==> src/rtl/serializer_frame_scheduler_if.sv <==
`default_nettype none
// ============================================================================
// Module      : serializer_frame_scheduler_if
// Description : Bundle of the scheduler's requester handshake and serializer
//               drive signals.
//               master : the scheduler (drives REQ_READY, PAR_IN, BUSY,
//                        FRAME_START, GRANT_ID)
//               slave  : the environment (drives EN, REQ_VALID, REQ_DATA)
// Ports       : EN          - grant enable
//               REQ_VALID   - per-requester word valid (NUM_REQ)
//               REQ_DATA    - requester i word at [16*i+15:16*i]
//               REQ_READY   - one-hot accept strobe (NUM_REQ)
//               PAR_IN      - word presented to the serializer (16)
//               BUSY        - frame in progress
//               FRAME_START - one-cycle pulse on the first hold cycle
//               GRANT_ID    - index of current / last granted requester
// Revision    : 1.0 - initial release
// ============================================================================
interface serializer_frame_scheduler_if #(
  parameter int NUM_REQ = 4
);
  localparam int c_ID_W = $clog2(NUM_REQ);

  logic                   EN;
  logic [NUM_REQ-1:0]     REQ_VALID;
  logic [16*NUM_REQ-1:0]  REQ_DATA;
  logic [NUM_REQ-1:0]     REQ_READY;
  logic [15:0]            PAR_IN;
  logic                   BUSY;
  logic                   FRAME_START;
  logic [c_ID_W-1:0]      GRANT_ID;

  modport master (
    input  EN,
    input  REQ_VALID,
    input  REQ_DATA,
    output REQ_READY,
    output PAR_IN,
    output BUSY,
    output FRAME_START,
    output GRANT_ID
  );

  modport slave (
    output EN,
    output REQ_VALID,
    output REQ_DATA,
    input  REQ_READY,
    input  PAR_IN,
    input  BUSY,
    input  FRAME_START,
    input  GRANT_ID
  );
endinterface
`default_nettype wire

==> src/rtl/serializer_frame_scheduler.sv <==
`default_nettype none
// ============================================================================
// Module      : serializer_frame_scheduler
// Description : Round-robin scheduler sharing one 16-bit serializer PAR_IN
//               port between NUM_REQ word sources. Each accepted word is held
//               on PAR_IN for HOLD_CYCLES, followed by GAP_CYCLES of zeros.
//               One IDLE cycle between frames is used for arbitration.
// Ports       : CLK   - clock, rising edge
//               RESET - synchronous, active-low reset
//               bus   - serializer_frame_scheduler_if.master (handshake,
//                       PAR_IN, BUSY, FRAME_START, GRANT_ID)
// Revision    : 1.0 - initial release
// ============================================================================
module serializer_frame_scheduler #(
  parameter int NUM_REQ     = 4,
  parameter int HOLD_CYCLES = 50,
  parameter int GAP_CYCLES  = 7,
  parameter int MSB_FIRST   = 1
) (
  input  logic                          CLK,
  input  logic                          RESET,
  serializer_frame_scheduler_if.master  bus
);

  localparam int                c_ID_W      = $clog2(NUM_REQ);
  // One extra bit so pointer + offset cannot overflow before the wrap.
  localparam int                c_IDX_W     = c_ID_W + 1;
  localparam logic [c_ID_W-1:0] c_LAST      = c_ID_W'(NUM_REQ - 1);
  localparam logic [7:0]        c_HOLD_LOAD = 8'(HOLD_CYCLES - 1);
  localparam logic [7:0]        c_GAP_LOAD  = 8'(GAP_CYCLES - 1);

  typedef enum logic [1:0] {
    ST_IDLE = 2'd0,
    ST_HOLD = 2'd1,
    ST_GAP  = 2'd2
  } state_t;

  state_t              r_state;
  logic [7:0]          r_cnt;
  logic [c_ID_W-1:0]   r_rr_ptr;
  logic [15:0]         r_par_in;
  logic                r_busy;
  logic                r_frame_start;
  logic [c_ID_W-1:0]   r_grant_id;

  logic                w_found;
  logic [c_ID_W-1:0]   w_winner;
  logic [c_IDX_W-1:0]  w_idx;
  logic [15:0]         w_word;
  logic [15:0]         w_cap;
  logic                w_grant;
  logic [NUM_REQ-1:0]  w_ready;
  logic [c_ID_W-1:0]   w_next_ptr;

  // --------------------------------------------------------------------------
  // Round-robin search: first valid requester at or after r_rr_ptr, wrapping
  // explicitly so non-power-of-2 NUM_REQ never selects a missing index.
  // --------------------------------------------------------------------------
  always_comb begin
    w_found  = 1'b0;
    w_winner = '0;
    w_idx    = '0;
    for (int k = 0; k < NUM_REQ; k++) begin
      w_idx = {1'b0, r_rr_ptr} + c_IDX_W'(k);
      if (w_idx >= c_IDX_W'(NUM_REQ)) begin
        w_idx = w_idx - c_IDX_W'(NUM_REQ);
      end
      if (!w_found && bus.REQ_VALID[w_idx[c_ID_W-1:0]]) begin
        w_found  = 1'b1;
        w_winner = w_idx[c_ID_W-1:0];
      end
    end
  end

  // A grant only happens in IDLE, with EN high and outside reset. Because the
  // ready strobe only goes to a valid winner, a grant is also the transfer.
  assign w_grant    = RESET && bus.EN && (r_state == ST_IDLE) && w_found;
  assign w_next_ptr = (w_winner == c_LAST) ? '0 : w_winner + 1'b1;

  always_comb begin
    w_ready = '0;
    if (w_grant) begin
      w_ready[w_winner] = 1'b1;
    end
  end

  assign w_word = bus.REQ_DATA[{w_winner, 4'b0000} +: 16];

  generate
    if (MSB_FIRST != 0) begin : g_msb_first
      for (genvar gi = 0; gi < 16; gi++) begin : g_rev
        assign w_cap[gi] = w_word[15-gi];
      end
    end else begin : g_lsb_first
      assign w_cap = w_word;
    end
  endgenerate

  // --------------------------------------------------------------------------
  // Frame FSM. PAR_IN is registered and is itself the captured word: it is
  // loaded on the grant edge and cleared on the edge that leaves HOLD, so
  // later REQ_DATA changes cannot disturb the current frame.
  // --------------------------------------------------------------------------
  always_ff @(posedge CLK) begin
    if (!RESET) begin
      r_state       <= ST_IDLE;
      r_cnt         <= '0;
      r_rr_ptr      <= '0;
      r_par_in      <= '0;
      r_busy        <= 1'b0;
      r_frame_start <= 1'b0;
      r_grant_id    <= '0;
    end else begin
      r_frame_start <= 1'b0;
      case (r_state)
        ST_IDLE: begin
          if (w_grant) begin
            r_par_in      <= w_cap;
            r_grant_id    <= w_winner;
            r_rr_ptr      <= w_next_ptr;
            r_cnt         <= c_HOLD_LOAD;
            r_busy        <= 1'b1;
            r_frame_start <= 1'b1;
            r_state       <= ST_HOLD;
          end
        end
        ST_HOLD: begin
          if (r_cnt == 8'd0) begin
            r_par_in <= '0;
            if (GAP_CYCLES == 0) begin
              r_busy  <= 1'b0;
              r_state <= ST_IDLE;
            end else begin
              r_cnt   <= c_GAP_LOAD;
              r_state <= ST_GAP;
            end
          end else begin
            r_cnt <= r_cnt - 8'd1;
          end
        end
        ST_GAP: begin
          if (r_cnt == 8'd0) begin
            r_busy  <= 1'b0;
            r_state <= ST_IDLE;
          end else begin
            r_cnt <= r_cnt - 8'd1;
          end
        end
        default: begin
          r_par_in <= '0;
          r_busy   <= 1'b0;
          r_state  <= ST_IDLE;
        end
      endcase
    end
  end

  assign bus.REQ_READY   = w_ready;
  assign bus.PAR_IN      = r_par_in;
  assign bus.BUSY        = r_busy;
  assign bus.FRAME_START = r_frame_start;
  assign bus.GRANT_ID    = r_grant_id;

endmodule
`default_nettype wire

==> src/flat_wrapper.sv <==
// flat-port wrapper written by rule: the top's interface ports become plain ports
module serializer_frame_scheduler_flat 
#(
  parameter int NUM_REQ     = 4,
  parameter int HOLD_CYCLES = 50,
  parameter int GAP_CYCLES  = 7,
  parameter int MSB_FIRST   = 1
)
  (CLK, RESET, bus_EN, bus_REQ_VALID, bus_REQ_DATA, bus_REQ_READY, bus_PAR_IN, bus_BUSY, bus_FRAME_START, bus_GRANT_ID);
  serializer_frame_scheduler_if #(.NUM_REQ(NUM_REQ)) bus_i ();
  input  logic CLK;
  input  logic RESET;
  input wire logic [$bits(bus_i.EN)-1:0] bus_EN;
  input wire logic [$bits(bus_i.REQ_VALID)-1:0] bus_REQ_VALID;
  input wire logic [$bits(bus_i.REQ_DATA)-1:0] bus_REQ_DATA;
  output wire logic [$bits(bus_i.REQ_READY)-1:0] bus_REQ_READY;
  output wire logic [$bits(bus_i.PAR_IN)-1:0] bus_PAR_IN;
  output wire logic [$bits(bus_i.BUSY)-1:0] bus_BUSY;
  output wire logic [$bits(bus_i.FRAME_START)-1:0] bus_FRAME_START;
  output wire logic [$bits(bus_i.GRANT_ID)-1:0] bus_GRANT_ID;
  assign bus_i.EN = bus_EN;
  assign bus_i.REQ_VALID = bus_REQ_VALID;
  assign bus_i.REQ_DATA = bus_REQ_DATA;
  assign bus_REQ_READY = bus_i.REQ_READY;
  assign bus_PAR_IN = bus_i.PAR_IN;
  assign bus_BUSY = bus_i.BUSY;
  assign bus_FRAME_START = bus_i.FRAME_START;
  assign bus_GRANT_ID = bus_i.GRANT_ID;
  serializer_frame_scheduler #(.NUM_REQ(NUM_REQ), .HOLD_CYCLES(HOLD_CYCLES), .GAP_CYCLES(GAP_CYCLES), .MSB_FIRST(MSB_FIRST)) u_core (.CLK(CLK), .RESET(RESET), .bus(bus_i));
endmodule
==> config.mk <==
export PLATFORM = sky130hd
export DESIGN_NAME = serializer_frame_scheduler_flat
export DESIGN_NICKNAME = d
export VERILOG_FILES = /design/src/rtl/serializer_frame_scheduler_if.sv /design/src/rtl/serializer_frame_scheduler.sv /design/src/flat_wrapper.sv
export SDC_FILE = /design/constraint.sdc
export NUM_CORES = 1
export LEC_CHECK = 0
export CAP_MARGIN = 20
export CORE_ASPECT_RATIO = 1.2
export CORE_MARGIN = 2
export CORE_UTILIZATION = 42
export CTS_BUF_LIST = sky130_fd_sc_hd__clkbuf_4 sky130_fd_sc_hd__clkbuf_8 sky130_fd_sc_hd__clkbuf_16
export CTS_CLUSTER_DIAMETER = 80
export DETAILED_ROUTE_END_ITERATION = 10
export GPL_ROUTABILITY_DRIVEN = 0
export GPL_TIMING_DRIVEN = 1
export HOLD_SLACK_MARGIN = 0.03
export PLACE_DENSITY_LB_ADDON = 0.08
export SLEW_MARGIN = 20
export SYNTH_ARGS = -nofsm -noshare
export SYNTH_HDL_FRONTEND = slang
export SYNTH_SLANG_ARGS = --single-unit
export TNS_END_PERCENT = 10
==> constraint.sdc <==
create_clock -name CLK -period 2.19 [get_ports CLK]
set_input_delay 0.438 -clock CLK [delete_from_list [all_inputs] [get_ports CLK]]
set_output_delay 0.438 -clock CLK [all_outputs]
set_load 0.02 [all_outputs]
* Yosys cells after proc, flatten, opt, wreduce, memory -nomap -nowiden *
Cells that the tools add are included.

word-level totals
  output and inout port bits = 24
  bits in read-only memories = 0
  logic and storage cells = 94
  memories = 0
  bits in writable memories = 0
  input bits = 71
  latch bits = 0
  bits in registers = 32

operators by class
  multiplexer cells = 39
  multiply operators = 0
  add/subtract/negate cells = 9
  equal/unequal tests = 7
  div/mod/pow operators = 0
  bitwise operators = 2
  shift-type cells = 1
  reduce and logical (&&, ||, !) cells = 19
  $lt $le $gt $ge = 10

operator list
  cell                                                                                  count
  64-bit by 7-bit variable part select with 16-bit output                               1
  16-bit case mux with 3 select lines                                                   1
  16-bit two-way mux                                                                    2
  2-bit two-way mux                                                                     12
  8-bit two-way mux                                                                     3
  8-bit case mux with 3 select lines                                                    1
  2-bit by 3-bit less-than comparator with 1-bit output (second input constant)         5
  1-bit two-way mux                                                                     12
  3-bit AND reduction                                                                   4
  3-bit greater-or-equal comparator (second input constant)                             3
  1-bit binary-select mux with 2-bit select                                             4
  8-bit zero test                                                                       1
  2-bit by 1-bit subtractor with 2-bit output (second input constant)                   4
  8-bit by 1-bit subtractor with 8-bit output (second input constant)                   1
  1-bit logical AND                                                                     7
  2-bit by 2-bit adder with 3-bit output (second input constant)                        2
  2-bit by 1-bit inequality test with 1-bit output (second input constant)              3
  2-bit case mux with 3 select lines                                                    1
  2-bit equality test (second input constant)                                           2
  4-bit two-way mux                                                                     1
  2-bit AND reduction                                                                   2
  2-bit by 1-bit adder with 3-bit output (second input constant)                        1
  2-bit by 3-bit greater-or-equal comparator with 1-bit output (second input constant)  1
  1-bit zero test                                                                       3
  9 further kinds                                                                       10

* Depth between registers and ports, before layout *
Gate-level depths: netlist of run 1.

  depth in word-level cells = 19
  mapped depth = 8
  depth with buffers taken out = 7

* Worst setup path after synthesis of run 1 *
OpenSTA, ideal clock, no wires.

  path kind = input to output
  start = in bus_REQ_VALID[2]
  end = out bus_REQ_READY[1]
  buffers on the path = 1
  required time = 1.752 ns
  stages = 7
  path slack = -0.040 ns
  arrival time = 1.792 ns
  cells stage by stage = nor2b_1 > a311oi_1 > nor2_2 > buf_2 > inv_1 > ha_1 > and3_1

between the ends
  cells in the longest elaborated chain, start to end = 17
  elaborated cells between the ends (all ways) = 29
  classes of those cells = 2 x order compare; 19 x mux; 8 x reduce/logical

RTL lines
  element                                                                                                                                                      RTL line                          source
  from (decl)                                                                                                                                                  flat_wrapper.sv:14                input wire logic [$bits(bus_i.REQ_VALID)-1:0] bus_REQ_VALID;
  1-bit binary-select mux with 2-bit select                                                                                                                    serializer_frame_scheduler.sv:68  if (!w_found && bus.REQ_VALID[w_idx[c_ID_W-1:0]]) begin
  1-bit two-way mux (implied by the code)                                                                                                                      serializer_frame_scheduler.sv:68
  1-bit two-way mux                                                                                                                                            serializer_frame_scheduler.sv:68
  1-bit zero test                                                                                                                                              serializer_frame_scheduler.sv:68
  1-bit logical AND                                                                                                                                            serializer_frame_scheduler.sv:68
  1-bit two-way mux                                                                                                                                            serializer_frame_scheduler.sv:68
  1-bit zero test                                                                                                                                              serializer_frame_scheduler.sv:68
  1-bit logical AND                                                                                                                                            serializer_frame_scheduler.sv:68
  [... 2 more ...]                                                                                                                                             n/a
  1-bit logical AND                                                                                                                                            serializer_frame_scheduler.sv:68
  2-bit two-way mux *                                                                                                                                          serializer_frame_scheduler.sv:68
  net u_core.w_winner[1]                                                                                                                                       serializer_frame_scheduler.sv:47  logic [c_ID_W-1:0] w_winner;
  2-bit by 3-bit less-than comparator with 1-bit output (implied by the code) or 2-bit by 1-bit greater-or-equal comparator with 1-bit output (tied branches)  serializer_frame_scheduler.sv:83  w_ready[w_winner] = 1'b1;
  1-bit logical AND (implied by the code)                                                                                                                      serializer_frame_scheduler.sv:83
  1-bit two-way mux (implied by the code)                                                                                                                      serializer_frame_scheduler.sv:83
  1-bit demux with 2-bit select *                                                                                                                              n/a
  4-bit two-way mux *                                                                                                                                          serializer_frame_scheduler.sv:82  if (w_grant) begin
  to (decl)                                                                                                                                                    flat_wrapper.sv:16                output wire logic [$bits(bus_i.REQ_READY)-1:0] bus_REQ_READY;

The timed path passes the listed nets; every way through them passes the cells marked *. The select of a mux whose other input is x is not followed.

* Worst setup path after layout of run 1 *
Ends and elaborated chain as after synthesis.

==> impl_metrics.py, run 1 <==
metrics = {
    "outcome": {
        "status": "finished, violations left",
        "violations": "negative setup slack",
    },
    "power": {
        "p_comb_frac": 0.399,
        "swShare": 0.319,
        "switching_power_w": 0.000674,
        "clock_power_share": 0.273,
        "finalPower_w": 0.00211,
        "p_seq_frac": 0.328,
        "intPower_w": 0.00144,
        "p_per_area_mw_per_mm2": 616,
        "p_leak_nw": 1.33,
        "max-vdd-ir-drop_mv": 0.295,
    },
    "finish": {
        "nNetsFinal": 419,
        "n_antenna_cell": 0,
        "fill_cells": 397,
        "drive_above_1_share": 0.215,
        "syn_to_final_growth_pct": 64.9,
        "fin_area_mm2": 0.00343,
        "layout.cells.non_filler": 400,
    },
    "cts": {
        "tritoncts": "yes",
        "cts-root-buf": "clkbuf_8",
        "cts_hold_buf": 0,
        "cts_made_buffers": 5,
        "clockBufferDepth": 2,
        "htreeDepth": 2,
        "cts.sinks": 32,
        "clock_latency_ns": 0.28,
        "clk_pin_slew_ns": 0.07,
    },
    "drt": {
        "wire_per_inst_um": 14.7,
        "drcViolationCount": 0,
        "first_pass_iters": 4,
        "post_drt_via_cell_ratio": 5.38,
        "via_count": 2153,
        "ant_nets": 0,
        "wirelength_um": 5860,
        "drt_iter0_markers": 81,
    },
    "critical_path": {
        "cp_cell_sequence": "dlygate4sd2_1 -> nor2b_4 -> o21a_1 -> nor3_4 -> buf_4 -> ha_1 -> and3_4 -> buf_6",
        "crit_slowest_cell": "dlygate4sd2_1",
        "cp-end-kind": "primary output",
        "critical_path_peak_fanout": 3,
        "startpoint_type": "primary input",
        "critPathTopFamily": "buffers and inverters",
        "path_class": "primary input to primary output",
        "cp_data_arrival_time_ns": 1.76,
        "critPathBufInv": 3,
        "worstPathRequired_ns": 1.75,
        "cp_slowest_stage_delay_ns": 0.25,
    },
    "synth": {
        "avgSynthCellArea_um2": 9.25,
        "syn_nets": 305,
        "syn_inst": 225,
        "ys_ff_latch": 32,
        "ys_seq_area_frac": 0.308,
        "synth.distinct_cells": 50,
        "netlist_area_mm2": 0.00208,
        "synth_edf_count": 0,
        "ys_warn_count": 0,
        "async_reset_ff_frac": 0,
        "ys.flop_type": "dfxtp_1",
    },
    "timing": {
        "final_max_slew_viol_count": 0,
        "rsz0062_at_grt": "true",
        "skew_ns": 0.00198,
        "slew_headroom": 0.655,
        "worst_pin_slew_ns": 0.517,
        "finalCritPeriodShare": 1.00,
        "setup_slack_ns": -0.0104,
        "finalHoldViolations": 0,
        "setup_viol": 3,
        "fin_tns_setup_ns": -0.0185,
        "fmax_mhz": 454,
        "fin_crit_ns": 2.20,
    },
    "floorplan": {
        "start_util": 0.428,
        "coreArea_mm2": 0.00487,
        "rows": 28,
        "die_area_mm2": 0.00554,
        "fp.dieW_um": 68.3,
        "ios": 95,
        "die_y_um": 81.1,
    },
    "grt": {
        "grt_start_max_net_pins": 33,
        "grt_overflow": 0,
        "grt_usage": 0.225,
        "antenna_found_initial": 0,
        "grt_pass1_vias": 2167,
        "grt_pass1_wl_um": 9550,
    },
    "flow_run": {
        "maxCapViolCount": 0,
    },
    "placement": {
        "dp.cells": 389,
        "io_buffers": 94,
        "hpwl_um": 4500,
        "dp_slack_ns": -0.818,
        "placed_area_mm2": 0.00322,
    },
    "worst_hold_path": {
        "hp-class": "flip-flop to flip-flop",
    },
}
[through the flow]
stage,util,hold WS (ns)
floorplan,-,0.451
global placement,0.661,0.446
detailed placement,0.661,0.450
CTS,0.702,0.473
global route,0.705,0.489
finish,0.705,0.466
[area by class of cell]
type	instances	area, um^2	area share
clock buffer	6	76.3	0.0222
clock inverter	2	35.0	0.0102
inverter	10	37.5	0.0109
multi-input combinational	171	1410	0.410
sequential	32	641	0.187
tap	60	75.1	0.0219
timing repair buffer	119	1160	0.339
[path summary, 6_finish.rpt]
| kind | startpoint | endpoint | slack [ns] | cells after the start |
|---|---|---|---|---|
| setup / recovery | bus_REQ_VALID[2] | bus_REQ_READY[1] | -0.01 | 8 |
| hold / removal | u_core.bus.PAR_IN[14]$_SDFFE_PN0P_ | u_core.bus.PAR_IN[14]$_SDFFE_PN0P_ | 0.47 | 2 |
| setup reg to reg | u_core.r_cnt[0]$_SDFFE_PN0P_ | u_core.r_cnt[2]$_SDFFE_PN0P_ | 0.17 | 7 |
| hold reg to reg | u_core.bus.PAR_IN[14]$_SDFFE_PN0P_ | u_core.bus.PAR_IN[14]$_SDFFE_PN0P_ | 0.47 | 2 |
[synth_stat cells, types with 3 or more instances]
cell type,instances,area share
or4_1,3,0.011
dfxtp_1,32,0.31
mux2i_1,33,0.16
and3_1,4,0.012
nand2b_1,4,0.012
o221ai_1,5,0.021
inv_1,10,0.018
buf_2,3,0.0072
o221ai_2,10,0.072
nand2_1,25,0.045
a21oi_1,11,0.026
nor3_1,3,0.0072
nor2b_1,3,0.0090
clkbuf_1,5,0.0090
o21ai_0,11,0.026
nor2_1,9,0.016
a31oi_1,4,0.012
ha_1,9,0.054
[tightest hold or removal path: stages, from the launching register on]
cell      delay [ns]
dfxtp_1         0.33
nand2_1         0.05
o221ai_1        0.06
[what timing repair did]
action                                  in CTS  in global routing
setup buffers                                3                  0
endpoints found under the hold margin        0                  0
resized for setup                           43                  2
pin swaps                                    5                  0
endpoints found under the setup margin      25                 22
[registers in the layout, summed over array words and instances (netlist names)]
register,cells
u_core.r_rr_ptr,2
u_core.bus.BUSY,1
u_core.r_cnt,8
u_core.bus.FRAME_START,1
u_core.bus.GRANT_ID,2
u_core.r_state,2
u_core.bus.PAR_IN,16
[cell families after synthesis]
kind of cell    after synthesis  synth area share
mux                          33             0.159
flops                        32             0.308
simple gates                 70             0.187
fa+ha+maj                     9            0.0541
buf+inv                      22            0.0565
compound gates               59             0.236
[cell usage in the layout, fill, tap and decap left out, types with 4 or more instances in the layout]
cell type and n:
clkdlybuf4s50_1 86, o21ai_0 11, ha_1 8, buf_4 21
o221ai_1 5, nor2_1 9, dfxtp_1 32, mux2i_1 33
nand2_1 25, a21oi_1 10, inv_1 9, buf_6 6
a31oi_1 4, clkbuf_8 5, o221ai_2 10, and3_4 5
[metal layers]
layer  part of all wire  GRT usage  vias up
li1                   -          -     1073
met1               0.40      0.250     1008
met2               0.52      0.392       66
met3              0.070     0.0859        6
met4             0.0085     0.0640        0
met5                  0          0        -
[power by group through the flow]
| stage | combinational, W | clock, W | sequential [W] |
|---|---|---|---|
| 5_1_grt | 0.000913 | 0.000609 | 0.000700 |
| 6_report | 0.000844 | 0.000576 | 0.000693 |
| 2_1_floorplan | 0.000388 | 0 | 0.000759 |
| 3_5_place_dp | 0.000811 | 0 | 0.000702 |
| 3_3_place_gp | 0.000799 | 0 | 0.000701 |
| 4_1_cts | 0.000841 | 0.000584 | 0.000693 |
Power figures use the tool's default switching activity.
==> inputs of run 2 (changes only) <==
--- a/config.mk
+++ b/config.mk
@@ -9,7 +9,7 @@
 export CORE_ASPECT_RATIO = 1.2
 export CORE_MARGIN = 2
 export CORE_UTILIZATION = 42
-export CTS_BUF_LIST = sky130_fd_sc_hd__clkbuf_4 sky130_fd_sc_hd__clkbuf_8 sky130_fd_sc_hd__clkbuf_16
+export CTS_BUF_LIST = sky130_fd_sc_hd__clkbuf_16
 export CTS_CLUSTER_DIAMETER = 80
 export DETAILED_ROUTE_END_ITERATION = 10
 export GPL_ROUTABILITY_DRIVEN = 0
==> impl_metrics.py, run 2 (same netlist as run 1, synthesis figures left out) <==
metrics = {
    "outcome": {
        "status": "completed",
    },
    "power": {
        "p_leak_nw": 1.36,
        "p_per_area_mw_per_mm2": 666,
        "max-vdd-ir-drop_mv": 0.372,
    },
    "drt": {
        "via_count": 2164,
        "drt_iter0_markers": 132,
        "drcViolationCount": 0,
        "first_pass_iters": 4,
        "wire_per_inst_um": 15.2,
        "wirelength_um": 6090,
        "ant_nets": 0,
        "post_drt_via_cell_ratio": 5.40,
    },
    "timing": {
        "finalCritPeriodShare": 0.988,
        "skew_ns": 0.00446,
        "fmax_mhz": 462,
        "setup_viol": 0,
        "hold_slack_ns": 0.465,
        "rsz0062_at_grt": "true",
        "fin_crit_ns": 2.16,
        "setup_slack_ns": 0.0263,
        "final_max_slew_viol_count": 0,
        "slew_headroom": 0.656,
        "worst_pin_slew_ns": 0.517,
        "finalHoldViolations": 0,
    },
    "cts": {
        "cts_made_buffers": 5,
        "clock_latency_ns": 0.27,
        "clockBufferDepth": 2,
        "cts-root-buf": "clkbuf_16",
        "htreeDepth": 2,
        "cts.sinks": 32,
        "clk_pin_slew_ns": 0.05,
        "tritoncts": "yes",
        "cts_hold_buf": 0,
    },
    "flow_run": {
        "maxCapViolCount": 0,
    },
    "critical_path": {
        "crit_slowest_cell": "dfxtp_2",
        "cp_slowest_stage_delay_ns": 0.34,
        "cp_common_cell": "buf_6",
        "path_class": "flip-flop to primary output",
        "worstPathRequired_ns": 1.75,
        "critical_path_peak_fanout": 3,
        "cp_cell_sequence": "nand2b_1 -> a21oi_2 -> nor3_4 -> buf_6 -> ha_1 -> and3_4 -> buf_6",
        "reg2reg_slack_ns": 0.15,
        "startpoint_type": "flip-flop",
        "cp_data_arrival_time_ns": 1.73,
        "cp-end-kind": "primary output",
        "reg2reg_depth": 7,
    },
    "finish": {
        "fill_cells": 390,
        "n_antenna_cell": 0,
        "nNetsFinal": 420,
        "final_common_cell": "clkdlybuf4s50_1",
        "largest_reg_flops": 16,
        "mostFrequentLayoutCells": "86 x clkdlybuf4s50_1, 33 x mux2i_1, 31 x dfxtp_1",
        "syn_to_final_growth_pct": 67.7,
        "drive_above_1_share": 0.235,
    },
    "grt": {
        "grt_pass1_vias": 2182,
        "antenna_found_initial": 0,
        "grt_overflow": 0,
        "grt_usage": 0.232,
        "grt_start_max_net_pins": 33,
        "grt_pass1_wl_um": 9870,
    },
    "worst_hold_path": {
        "hp-class": "flip-flop to flip-flop",
        "hold_path_depth": 2,
    },
    "placement": {
        "hpwl_um": 4500,
        "dp_slack_ns": -0.818,
        "io_buffers": 94,
    },
    "floorplan": {
        "start_util": 0.428,
        "die_y_um": 81.1,
        "ios": 95,
        "fp.dieW_um": 68.3,
        "coreArea_mm2": 0.00487,
        "rows": 28,
        "die_area_mm2": 0.00554,
    },
}
## run 2: cell types whose count changed in the layout (fill, tap and decap cells not counted), sizes merged
cell | before | now
dlygate4sd2 | 3 | 1
buf | 29 | 30
clkbuf | 6 | 8
inv | 10 | 11
clkdlybuf4s15 | 1 | 0
## run 2: repair_timing
item / in CTS / in global routing
pin swaps: 5 / 2
gates resized for setup: 43 / 12
buffers inserted: 3 / 1
setup endpoints to repair: 31 / 22
## run 2: metal layers
metal | wire (um) | track usage | vias to the layer above
li1 | - | - | 1080
met1 | 2380 | 0.258 | 1007
met2 | 3190 | 0.407 | 66
met3 | 408 | 0.0748 | 11
met4 | 113 | 0.0820 | 0
met5 | 0 | 0 | -
## run 2: final cells by class
| type | count | area, um^2 | area share |
|---|---|---|---|
| multi-input cells | 171 | 1410 | 0.405 |
| repair buffers | 120 | 1160 | 0.332 |
| clock inverters | 3 | 38.8 | 0.0111 |
| inverters | 10 | 37.5 | 0.0107 |
| flip-flops and latches | 32 | 642 | 0.184 |
| clock buffers | 5 | 125 | 0.0358 |
| well taps | 60 | 75.1 | 0.0215 |
## run 2: stage by stage
stage	util	area, um^2	cells	TNS [ns]	total power (W)
CTS	0.713	3470	400	-0.0128	0.00232
finish	0.717	3490	401	0	0.00232
detailed placement	0.661	3220	389	-12.28	0.00151
global placement	0.661	3220	389	-11.91	0.00150
floorplan	-	2090	225	0	0.00115
global route	0.717	3490	401	-0.0249	0.00243
## run 2: worst paths after layout
check,from,endpoint
max,u_core.r_rr_ptr[0]$_SDFFE_PN0P_,bus_REQ_READY[1]
min,u_core.bus.PAR_IN[14]$_SDFFE_PN0P_,u_core.bus.PAR_IN[14]$_SDFFE_PN0P_
min reg2reg,u_core.bus.PAR_IN[14]$_SDFFE_PN0P_,u_core.bus.PAR_IN[14]$_SDFFE_PN0P_
max reg2reg,u_core.r_cnt[0]$_SDFFE_PN0P_,u_core.r_cnt[2]$_SDFFE_PN0P_
## run 2: power breakdown
part / internal [W] / total (W) / switching, W
combinational: 0.000446 / 0.000856 / 0.000410
sequential: 0.000650 / 0.000695 / 0.0000453
clock: 0.000530 / 0.000774 / 0.000244
total: 0.00163 / 0.00232 / 0.000700
## run 2: worst max-delay path: cells and delay by family (launching register included)
family                     cells  cell delay, ns
and+or+nand+nor                3            0.45
AOI/OAI and AO/OA              1            0.24
adders and majority gates      1            0.18
buffers and inverters          2            0.24
DFF                            1            0.34
==> patch 1, RTL diff (config.mk and constraints of run 2) <==
`NUM_REQ` is set to 4 in 3 places; all go to 8.
--- a/src/rtl/serializer_frame_scheduler_if.sv
+++ b/src/rtl/serializer_frame_scheduler_if.sv
@@ -17,7 +17,7 @@
 // Revision    : 1.0 - initial release
 // ============================================================================
 interface serializer_frame_scheduler_if #(
-  parameter int NUM_REQ = 4
+  parameter int NUM_REQ = 8
 );
   localparam int c_ID_W = $clog2(NUM_REQ);
 
--- a/src/rtl/serializer_frame_scheduler.sv
+++ b/src/rtl/serializer_frame_scheduler.sv
@@ -12,7 +12,7 @@
 // Revision    : 1.0 - initial release
 // ============================================================================
 module serializer_frame_scheduler #(
-  parameter int NUM_REQ     = 4,
+  parameter int NUM_REQ     = 8,
   parameter int HOLD_CYCLES = 50,
   parameter int GAP_CYCLES  = 7,
   parameter int MSB_FIRST   = 1
--- a/src/flat_wrapper.sv
+++ b/src/flat_wrapper.sv
@@ -1,7 +1,7 @@
 // flat-port wrapper written by rule: the top's interface ports become plain ports
 module serializer_frame_scheduler_flat 
 #(
-  parameter int NUM_REQ     = 4,
+  parameter int NUM_REQ     = 8,
   parameter int HOLD_CYCLES = 50,
   parameter int GAP_CYCLES  = 7,
   parameter int MSB_FIRST   = 1
Ports: changed (resized bus_GRANT_ID, bus_REQ_DATA, bus_REQ_READY and bus_REQ_VALID); port bits go from 95 to 168. The function was not compared with the original's and may differ.
==> patch 1 against run 2 <==
The run now ends with negative setup slack left. Fmax shrank 38%. Clock skew grew 0.0012 ns. Final area grew 92%. Sequential cell count grew 2. Routed wire length grew 130%. Worst setup slack lost 1.3 ns. Combinational power grew to 9.0 times the old value. Core utilization grew 5.8 points. Synthesized area grew 82%. Power grew to 4.0 times the old value. Count of clock-buffer cells in the layout is the same. Critical endpoint is now bus_REQ_READY[5].
==> patch 1: results (changes against run 2) <==
Status
  • Run status: finished, violations left
  • Failing checks: negative setup slack

Worst hold path
  • Worst hold stages: 1 (-1)
  • WHS Endpoint: u_core.bus.PAR_IN[7]$_SDFFE_PN0P_

Worst setup path
  • RR Startpoint: u_core.r_rr_ptr[1]$_SDFFE_PN0P_
  • R2R depth: 15 (+8)
  • Worst Path Max Fanout: 6 (+3)
  • FF-to-FF End: u_core.r_rr_ptr[2]$_SDFFE_PN0P_
  • Highest-delay cell along the critical path: mux4_2

Detailed routing
  • Routed wire length: 13800 um (+130%)
  • WL met2: 7500 um (+140%)
  • M1 wire length: 4910 um (+110%)
  • Initial drt markers: 151 (+14%)

Synthesis
  • Post-synthesis mux area share: 0.351 (+0.192)
  • Post-Synth Adder-Cell Area: 0.0330 (-0.0211)
  • Area share of xor/xnor cells in the synthesized design: 0.00924 (+0.00924)
  • Synth top area cells: dfxtp_1, mux2_2, mux2i_1
  • Most frequent cells after synthesis: mux2_2, mux2i_1, dfxtp_1
  • Mean Syn Cell Area: 9.18 sq um (-0.83%)

Floorplan
  • Die area: 9800 sq um (+77%)

GRT
  • GR Util All Layers: 0.264 (+0.0320)
  • GR Util met1: 0.284 (+0.0264)
  • Met3 usage: 0.0592 (-0.0156)
  • M2 GR Usage: 0.501 (+0.0937)

Layout
  • Buffers, non-clock: 267 (+120%)
  • Layout cells sized above 1: 0.364 (+0.129)
  • Multi-input gate area: 3090 sq um (+120%)
  • NumNets Final: 805 (+92%)
  • Final Util: 0.775 (+0.0580)
  • Register area: 686 sq um (+6.8%)
  • Multi-input gate count: 334 (+95%)

Timing
  • Slack of the critical path: -1.29 ns (-1.31 ns)
  • Setup violators final: 42 (+42)
  • Max Clock Skew: 0.00566 ns (+0.00120 ns)
  • Worst rel slew slack: 0.692 (+0.0367)

Power
  • Pleak: 2.58 nW (+90%)

Place
  • I/O Buffers: 167 (+78%)
  • Dpl cell area: 6170 sq um (+92%)
patch 1: report_power, final:
part           switching (mW)  total, mW  leakage, nW  internal (mW)
Combinational            3.72       7.70         2.23           3.98
Sequential              0.140      0.978        0.278          0.839
Clock                   0.256      0.667       0.0724          0.411
Total                    4.12       9.35         2.58           5.23
patch 1: worst max path at each step:
stage | from | endpoint
after global routing | u_core.r_rr_ptr[1]$_SDFFE_PN0P_ | bus_REQ_READY[5]
after detailed placement | bus_REQ_VALID[6] | bus_REQ_READY[0]
after global placement | bus_REQ_VALID[3] | bus_REQ_READY[4]
after floorplan | u_core.r_rr_ptr[1]$_SDFFE_PN0P_ | bus_REQ_READY[6]
final | u_core.r_rr_ptr[1]$_SDFFE_PN0P_ | bus_REQ_READY[5]
after CTS | u_core.r_rr_ptr[1]$_SDFFE_PN0P_ | bus_REQ_READY[2]
patch 1: repair_timing:
action / CTS / global route
pin swaps: 22 / 7
gates cloned: 0 / 1
resized for setup: 104 / 16
setup buffers: 10 / 6
endpoints found under the setup margin: 42 / 42
==> patch 2, RTL diff (settings of run 2) <==
Made on the original files. Reset style: asynchronous (`RESET`), changed in one clocked block. Comments in the files are not updated.
--- a/src/rtl/serializer_frame_scheduler.sv
+++ b/src/rtl/serializer_frame_scheduler.sv
@@ -101,7 +101,7 @@
   // loaded on the grant edge and cleared on the edge that leaves HOLD, so
   // later REQ_DATA changes cannot disturb the current frame.
   // --------------------------------------------------------------------------
-  always_ff @(posedge CLK) begin
+  always_ff @(posedge CLK or negedge RESET) begin
     if (!RESET) begin
       r_state       <= ST_IDLE;
       r_cnt         <= '0;
Behaviour: differs if RESET is asserted again (counterexample within 4 cycles, from zero or initial values and one cycle with RESET low); with RESET held inactive, the same outputs for 10 cycles.
==> patch 2 against run 2 <==
Die area grew 1.9%. Via count shrank 1.3%. Final area grew 5.3%. Worst setup slack lost 0.013 ns. Synthesized area grew 2.0%. Sequential cell count is the same. Cell count grew 0.50%. Routed wire length shrank 1.3%.
Power is not compared: it rests on default switching activity, and its combinational part moved more than twofold at a synthesized area within 25%.
==> patch 2: results (changes against run 2) <==
Status
  • Run status: finished clean

Clocking
  • Htree depth: 2 (unchanged)
  • Worst-path clk slew: 0.05 ns (about the same)
  • Num CTS Buffers: 5 (unchanged)
  • Worst-Skew Late Latency: 0.28 ns
  • Maximum clock insertion buffer count: 2 (unchanged)
  • CTS root buffer: clkbuf_16

Timing
  • Worst rel slew slack: 0.649 (-0.00629)
  • Max Clock Skew: 0.00685 ns (+0.00238 ns)

Worst setup path
  • Worst Path Max Fanout: 5 (+2)
  • Worst path arrival time: 1.74 ns
  • Highest-delay cell along the critical path: or4_4
  • Largest stage delay on the critical path: 0.42 ns (+0.08 ns)
  • CP top delay family: simple AND/OR/NAND/NOR gates

Power
  • Sw frac: 0.408
  • Pleak: 1.68 nW
  • VDD IR-drop max: 0.000585 V

Detailed routing
  • Routed wire length: 6010 um (-1.3%)
  • Initial drt markers: 85 (-36%)
  • Vias: 2135 (-1.3%)
  • Drt pass-1 iters: 4 (unchanged)

Layout
  • Final cell count without fillers: 403 (+0.50%)
  • Layout cells sized above 1: 0.274 (+0.0394)
  • Final Instance Area: 3680 sq um (+5.3%)
  • Max reg flops: 16 (unchanged)
  • NumNets Final: 422 (+0.48%)
  • Fillcell total: 340 (-13%)
  • Antenna cell count: 0 (unchanged)

GRT
  • Pin count of the biggest net entering global routing: 25 (-24%)
  • Antenna violations before repair: 0 (unchanged)
  • First-pass GRT wire length: 9460 um (-4.2%)
  • GR Util All Layers: 0.224 (-0.00783)

Place
  • Final HPWL DP: 4680 um (+4.2%)
  • I/O Buffers: 94 (unchanged)
  • Dpl cell area: 3410 sq um (+6.1%)
  • Cell total after placement: 391 (+0.51%)

Synthesis
  • Ys async rst share: 1.00 (+1.00)
  • Register area share after synthesis: 0.377 (+0.0692)
  • Synth Warn #: 0 (unchanged)
  • Most frequent cells after synthesis: dfrtp_1, mux2i_1, nand2_1
  • Cell variety after synth: 42 (-16%)
  • Synth top area cells: dfrtp_1, mux2i_1, o221ai_2
  • Synth Flop Type: dfrtp_1
  • Post-Syn Nets: 289 (-5.2%)
  • Cells after synthesis: 209 (-7.1%)

Worst hold path
  • HP Class: flip-flop to flip-flop
-- patch 2: final timing paths --
path                                                   from                          endpoint  slack [ns]  depth (start not counted)
setup / recovery                           bus_REQ_VALID[3]                  bus_REQ_READY[2]        0.01                          6
hold / removal             u_core.bus.PAR_IN[2]$_DFFE_PN0P_  u_core.bus.PAR_IN[2]$_DFFE_PN0P_        0.49                          2
setup reg to reg                u_core.r_cnt[1]$_DFFE_PN0P_  u_core.bus.PAR_IN[0]$_DFFE_PN0P_        0.07                          9
hold reg to reg            u_core.bus.PAR_IN[2]$_DFFE_PN0P_  u_core.bus.PAR_IN[2]$_DFFE_PN0P_        0.49                          2
max in group asynchronous                             RESET       u_core.r_cnt[0]$_DFFE_PN0P_        1.13                          3
min in group asynchronous                             RESET  u_core.bus.PAR_IN[7]$_DFFE_PN0P_        0.58                          2
-- patch 2: what timing repair did --
item | 4_1_cts | 5_1_grt
buffers inserted | 2 | 2
pin swaps | 2 | 9
gates resized for setup | 33 | 26
endpoints found under the setup margin | 16 | 23
-- patch 2: kinds of logic (layout without fill, tap and decap cells) --
logic type      after synthesis  count (layout)  share of synthesized area
compound gates               58              58                      0.230
fa+ha+maj                     9               9                     0.0530
buf+inv                      20             154                     0.0453
flops                        32              32                      0.377
mux                          33              33                      0.156
simple gates                 57              57                      0.138
-- patch 2: worst reg2reg max path: cells and delay by family (launching register included) --
kind / cells / cell delay, ns
AOI/OAI and AO/OA: 2 / 0.31
adders and majority gates: 1 / 0.18
buffers and inverters: 3 / 0.41
DFF: 1 / 0.38
and+or+nand+nor: 3 / 0.77
-- patch 2: routing by layer --
layer  GRT usage  vias to the layer above  wire length [um]  share of wire
met4      0.0843                        0               123          0.020
met2       0.379                       74              3030           0.50
li1            -                     1051                 -              -
met1       0.266                      997              2500           0.42
met5           0                        -                 0              0
met3      0.0630                       13               352          0.059
-- patch 2: final cells by class --
type                       instances  area, sq um  share of cell area
timing repair buffer             134         1280               0.347
clock buffer                       5          125              0.0340
sequential                        32          801               0.218
tap                               60         75.1              0.0204
multi-input combinational        157         1340               0.363
clock inverter                     3         20.0             0.00544
inverter                          12         45.0              0.0122
-- patch 2: stage by stage --
stage / hold WS (ns) / setup WS (ns)
floorplan: 0.142 / 0.0806
global placement: 0.472 / -0.672
detailed placement: 0.476 / -0.793
CTS: 0.496 / -0.0749
global route: 0.515 / -0.0460
finish: 0.490 / 0.0132
-- patch 2: power groups by stage --
stage          registers [mW]  clock network (mW)  logic [mW]
6_report                 1.05               0.677        2.95
5_1_grt                  1.09               0.718        3.21
4_1_cts                  1.04               0.694        2.86
3_5_place_dp             1.03                   0        2.83
3_3_place_gp             1.03                   0        2.78
2_1_floorplan            1.23                   0        1.40
